File: src/rtl/clut_fill_ctrl_pkg.sv
// Shared GPU definitions for the CLUT cache miss/fill sequencer.
package clut_fill_ctrl_pkg;

  typedef enum logic [1:0] {IDLE, REQ, FILL, DRAIN} fill_state_e;

  localparam int CLUT_BEATS = 8;
  localparam int VRAM_AW    = 18;

endpackage

File: src/rtl/clut_fill_ctrl.sv
// CLUT cache miss sequencer: picks a missing requester, reads its 16-colour
// block from VRAM as one 8-word burst and streams it into the cache.
module clut_fill_ctrl
  import clut_fill_ctrl_pkg::*;
(
  input  logic               clk,
  input  logic               i_nrst,
  input  logic [14:0]        i_clutId,
  input  logic               i_miss1,
  input  logic               i_miss2,
  input  logic [7:0]         i_readIdx1,
  input  logic [7:0]         i_readIdx2,
  output logic               o_memReq,
  output logic [VRAM_AW-1:0] o_memAdr,
  input  logic               i_memAck,
  input  logic               i_memValid,
  input  logic [31:0]        i_memData,
  output logic               o_write,
  output logic [2:0]         o_writeIdxInBlk,
  output logic [31:0]        o_colorIn,
  output logic               o_busy,
  output logic               o_fillSel,
  output logic               o_fillDone
);

  localparam logic [2:0] LAST_BEAT = 3'(CLUT_BEATS - 1);

  fill_state_e        state_q, state_d;
  logic [14:0]        clut_q, clut_d;
  logic               fillSel_q, fillSel_d;
  logic               memReq_q, memReq_d;
  logic [VRAM_AW-1:0] memAdr_q, memAdr_d;
  logic [2:0]         beat_q, beat_d;
  logic               write_q, write_d;
  logic [2:0]         wIdx_q, wIdx_d;
  logic [31:0]        color_q, color_d;
  logic               done_q, done_d;

  logic [3:0]         sel_blk;
  logic [8:0]         xword;
  logic               clut_changed;
  logic               unused_idx_bits;

  // Only the block number of a palette index matters for the fill.
  assign unused_idx_bits = ^{i_readIdx1[3:0], i_readIdx2[3:0]};

  // Block offset wraps inside the 512-word VRAM line, never into Y.
  assign sel_blk      = i_miss1 ? i_readIdx1[7:4] : i_readIdx2[7:4];
  assign xword        = {i_clutId[5:0], 3'b000} + {2'b00, sel_blk, 3'b000};
  assign clut_changed = (i_clutId != clut_q);

  always_ff @(posedge clk or negedge i_nrst) begin
    if (!i_nrst) begin
      state_q   <= IDLE;
      clut_q    <= '0;
      fillSel_q <= 1'b0;
      memReq_q  <= 1'b0;
      memAdr_q  <= '0;
      beat_q    <= '0;
      write_q   <= 1'b0;
      wIdx_q    <= '0;
      color_q   <= '0;
      done_q    <= 1'b0;
    end else begin
      state_q   <= state_d;
      clut_q    <= clut_d;
      fillSel_q <= fillSel_d;
      memReq_q  <= memReq_d;
      memAdr_q  <= memAdr_d;
      beat_q    <= beat_d;
      write_q   <= write_d;
      wIdx_q    <= wIdx_d;
      color_q   <= color_d;
      done_q    <= done_d;
    end
  end

  always_comb begin
    state_d   = state_q;
    clut_d    = clut_q;
    fillSel_d = fillSel_q;
    memReq_d  = memReq_q;
    memAdr_d  = memAdr_q;
    beat_d    = beat_q;
    write_d   = 1'b0;
    wIdx_d    = wIdx_q;
    color_d   = color_q;
    done_d    = 1'b0;

    case (state_q)
      IDLE: begin
        // The cycle carrying the final write is still busy; misses wait one cycle.
        if (!done_q && (i_miss1 || i_miss2)) begin
          fillSel_d = !i_miss1;
          clut_d    = i_clutId;
          memAdr_d  = {i_clutId[14:6], xword};
          memReq_d  = 1'b1;
          state_d   = REQ;
        end
      end
      REQ: begin
        if (i_memAck) begin
          memReq_d = 1'b0;
          beat_d   = '0;
          state_d  = clut_changed ? DRAIN : FILL;
        end
      end
      FILL: begin
        if (clut_changed) begin
          state_d = DRAIN;
          if (i_memValid) begin
            beat_d = beat_q + 3'd1;
            if (beat_q == LAST_BEAT) state_d = IDLE;
          end
        end else if (i_memValid) begin
          write_d = 1'b1;
          wIdx_d  = beat_q;
          color_d = i_memData;
          beat_d  = beat_q + 3'd1;
          if (beat_q == LAST_BEAT) begin
            done_d  = 1'b1;
            state_d = IDLE;
          end
        end
      end
      DRAIN: begin
        if (i_memValid) begin
          beat_d = beat_q + 3'd1;
          if (beat_q == LAST_BEAT) state_d = IDLE;
        end
      end
      default: state_d = IDLE;
    endcase
  end

  assign o_memReq        = memReq_q;
  assign o_memAdr        = memAdr_q;
  assign o_write         = write_q;
  assign o_writeIdxInBlk = wIdx_q;
  assign o_colorIn       = color_q;
  assign o_fillSel       = fillSel_q;
  assign o_fillDone      = done_q;
  assign o_busy          = (state_q != IDLE) || done_q;

endmodule

File: config.mk
export PLATFORM = sky130hd
export DESIGN_NAME = clut_fill_ctrl
export DESIGN_NICKNAME = d
export VERILOG_FILES = /design/src/rtl/clut_fill_ctrl_pkg.sv /design/src/rtl/clut_fill_ctrl.sv
export SDC_FILE = /design/constraint.sdc
export NUM_CORES = 1
export LEC_CHECK = 0
export CORE_UTILIZATION = 47
export CTS_CLUSTER_DIAMETER = 200
export CTS_CLUSTER_SIZE = 14
export DETAILED_ROUTE_END_ITERATION = 8
export PLACE_DENSITY = 0.88
export REMOVE_ABC_BUFFERS = 1
export SLEW_MARGIN = 20
export SYNTH_ARGS = -nofsm -noshare
export SYNTH_HDL_FRONTEND = slang
export SYNTH_SLANG_ARGS = --single-unit
File: constraint.sdc
create_clock -name clk -period 5.5 [get_ports clk]
set_clock_uncertainty 0.05 [all_clocks]
set_input_delay 1.1 -clock clk [delete_from_list [all_inputs] [get_ports clk]]
set_output_delay 1.1 -clock clk [all_outputs]
set_load 0.005 [all_outputs]
==> results by group <==
Outcome
  – Run status: finished, violations left
  – Violations in the final reports: DRC

Yosys
  – Mux contribution to synthesized area: 18.1%
  – Synth Area in Simple Gates: 10.6%
  – Post-synthesis instance total: 260
  – Part of the Yosys area used for sequential elements: 51.6%
  – Top FF cell, synth: dfrtp_1
  – Average cell area after synthesis: 12.1 µm²
  – Yosys warns: 0
  – Post-synthesis sequential element count: 65
  – Largest family of logic cells by synthesized area: multiplexers
  – Fraction of the mapped netlist area in compound gates: 4.56%
  – Synth Cell Area: 0.00315 mm²
  – Number of enable flip-flop cells after synthesis: 0
  – Adder and majority gate portion of the synthesized area: 3.02%
  – Library cells used by synthesis: 37
  – Post-synthesis share of cell area spent on xor and xnor gates: 5.56%
  – Async set-reset flop share out of synthesis: 100%

STA
  – Maximum frequency from static timing analysis: 0.312 GHz
  – Final min period: 3210 ps
  – Setup TNS: 0 ps
  – Final worst hold slack: 436 ps
  – Final number of hold-violating endpoints: 0
  – Final setup violation count: 0
  – Transition time at the pin with the least slew margin: 797 ps
  – Remaining max-slew budget at the tightest pin: 46.8%
  – Count of pins over their slew limit: 0
  – Unrepaired setup endpoints after global routing: no
  – Post-route fraction of the period consumed by the critical path: 58.3%
  – Final WS setup: 2290 ps

Critical path
  – Cell chain of the critical path: clkdlybuf4s50_1 > xor2_1 > nor4_1 > nand2_2 > nor2_8 > mux2_2
  – Critical setup path kind: input port to flop
  – Crit path capture type: flop
  – Worst Reg2Reg Path Length in Cells: 5
  – Capturing point of the worst reg2reg path: o_colorIn[3]$_DFFE_PN0P_
  – Worst setup path start: i_clutId[0]
  – Critical path arrival: 3370 ps
  – Crit-path slowest cell: nor2_8
  – Biggest fanout along the worst timing path: 35
  – Timing endpoint of the critical path: o_colorIn[3]$_DFFE_PN0P_
  – Required time of the worst setup path: 5670 ps
  – Critical Path Max Stage Delay: 670 ps
  – CP Launch Type: input port
  – RR Startpoint: clut_q[10]$_DFFE_PN0P_
  – Setup slack of the worst register-to-register path: 3110 ps

Clock network
  – Post-CTS Setup Inserts: 0
  – Count of instances resized after the clock tree is built: 0
  – Cts bufs inserted: 9
  – Hold buffer count at CTS: 0
  – Clock Latency Late Sink: 340 ps
  – Number of H-tree branching levels: 3
  – Register clock-pin slew on the reported worst setup and hold paths: 70 ps
  – Root buffer cell: clkbuf_8
  – Clk sink count: 65
  – CTS tree: built
  – Clock Tree Buf Depth: 2

Pwr
  – Peak supply drop: 0.000152 V
  – Areal power density over the cells: 256 mW/mm²
  – LEAKAGE: 0.00210 µW

Route
  – Number of design rule violations left after detail routing: 32
  – Total wire length after detailed routing: 7.20 mm
  – Pre-antenna DRT Iters: 6
  – Vias per cell: 5.00
  – Antenna-violating nets left: 0
  – Per-cell routed wire length: 16.0 µm
  – Total via count after detailed routing: 2254
  – Number of DRC markers in iteration 0: 78

Placement
  – Final GP Congestion: 0.797
  – DP Worst Slack: 1910 ps
  – PortBufs: 115
  – Hpwl dp: 5.19 mm

Hold path
  – Hold/Removal Path Class: flop to flop

Floorplan
  – Total core area: 0.00642 mm²
  – # IOs: 127
  – Die ar.: 0.00704 mm²
  – Width of the die: 83.9 µm
  – Chip Height: 83.9 µm
  – Initial core utilization: 49.1%
  – # rows: 29

Layout
  – End-of-flow core utilization: 69.6%
  – Share of cells above drive strength 1: 16.8%
  – Area Overhead vs Synth: 41.9%
  – Count of nets after finishing: 445
  – Antenna diode count: 0

Global route
  – Vias in the first global route: 2320
  – Number of antenna violations at the first check in global routing: 0
  – Leftover overflow at the end of global routing: 0
  – Global-route wire length before repair: 11.9 mm
  – Largest net degree at the start of global routing: 66
  – Gr usage total: 22.1%

Job
  – Maximum Capacitance Violations: 0
-- logic make-up after synthesis --
group / after synthesis
fa+ha+maj: 7
compound gates: 24
mux: 41
buf+inv: 28
flops: 65
xor+xnor: 20
other cells: 1
simple gates: 74
-- report_power, final --
group | total (µW) | switching, µW | leakage (µW) | internal (µW)
combinational | 170 | 71.0 | 0.00113 | 98.5
sequential | 531 | 27.9 | 0.000867 | 503
clock | 444 | 188 | 0.000103 | 257
-- critical path, delay by kind of cell --
family,cells,cell delay [ps]
buffers and inverters,1,470
multiplexers,1,420
XOR/XNOR,1,160
AND/OR/NAND/NOR,3,1210
-- cell usage in the layout, fill, tap and decap left out, types with 3 or more instances in the layout --
cell type / Yosys / final
ha_1: 6 / 6
clkbuf_8: 0 / 9
o21ai_0: 10 / 10
a21oi_1: 4 / 4
clkdlybuf4s50_1: 0 / 114
nor4_1: 3 / 3
mux2i_1: 3 / 3
nor2_1: 5 / 5
dfrtp_1: 65 / 65
nand2_1: 56 / 56
conb_1: 1 / 3
mux2_4: 30 / 30
mux2_2: 8 / 8
xor2_1: 19 / 19
inv_1: 7 / 7
-- through the flow --
| stage | cell area [µm²] | cells | power, µW |
|---|---|---|---|
| 2_1_floorplan | 2980 | 241 | 613 |
| 3_3_place_gp | 4250 | 435 | 702 |
| 3_5_place_dp | 4250 | 435 | 711 |
| 4_1_cts | 4470 | 451 | 1160 |
| 5_1_grt | 4470 | 451 | 1210 |
| 6_report | 4470 | 451 | 1150 |
-- routing by layer --
| layer | global-route usage [%] | routed length, µm | vias up |
|---|---|---|---|
| met5 | 0 | 0 | - |
| met4 | 7.99 | 106 | 0 |
| met3 | 4.35 | 550 | 11 |
| met2 | 36.7 | 3530 | 101 |
| met1 | 28.7 | 3010 | 1071 |
| li1 | - | - | 1071 |
-- flip-flops by register name (all words and copies together), names as in the netlist --
signal           count
o_fillDone           1
state_q              2
o_fillSel            1
o_write              1
o_memReq             1
clut_q              14
o_memAdr             7
o_colorIn           32
beat_q               3
o_writeIdxInBlk      3
-- cell usage after synthesis, types with 2 or more instances --
master	count	area share [%]
inv_1	7	0.83
buf_2	2	0.32
nand3_1	2	0.32
nor4_1	3	0.60
a21oi_1	4	0.63
ha_1	6	2.4
a21o_1	2	0.48
mux2_4	30	14
clkbuf_1	3	0.36
dfrtp_1	65	52
mux2_2	8	2.9
nor2_1	5	0.60
o21ai_0	10	1.6
xor2_1	19	5.3
buf_4	12	2.9
o211ai_1	2	0.48
nand2_1	56	6.7
buf_12	3	1.9
mux2i_1	3	0.95
-- area by class of cell --
class,count,area (µm²)
clock buffer,10,128
clock inverter,6,92.6
fill,450,1950
inverter,7,26.3
multi-input combinational,169,1340
sequential,65,1630
tap,77,96.3
timing repair buffer,117,1160
-- how the worst min path moves through the flow --
stage / startpoint / endpoint / slack [ps] / depth (start not counted)
final: o_memAdr[4]$_DFFE_PN0P_ / o_memAdr[4]$_DFFE_PN0P_ / 440 / 2
after global routing: o_memAdr[4]$_DFFE_PN0P_ / o_memAdr[4]$_DFFE_PN0P_ / 460 / 2
after CTS: o_memAdr[4]$_DFFE_PN0P_ / o_memAdr[4]$_DFFE_PN0P_ / 440 / 2
after detailed placement: o_memAdr[3]$_DFFE_PN0P_ / o_memAdr[3]$_DFFE_PN0P_ / 410 / 2
after global placement: o_memAdr[4]$_DFFE_PN0P_ / o_memAdr[4]$_DFFE_PN0P_ / 420 / 2
after floorplan: clut_q[4]$_DFFE_PN0P_ / clut_q[4]$_DFFE_PN0P_ / 420 / 2
(Power assumes the default switching activity.)
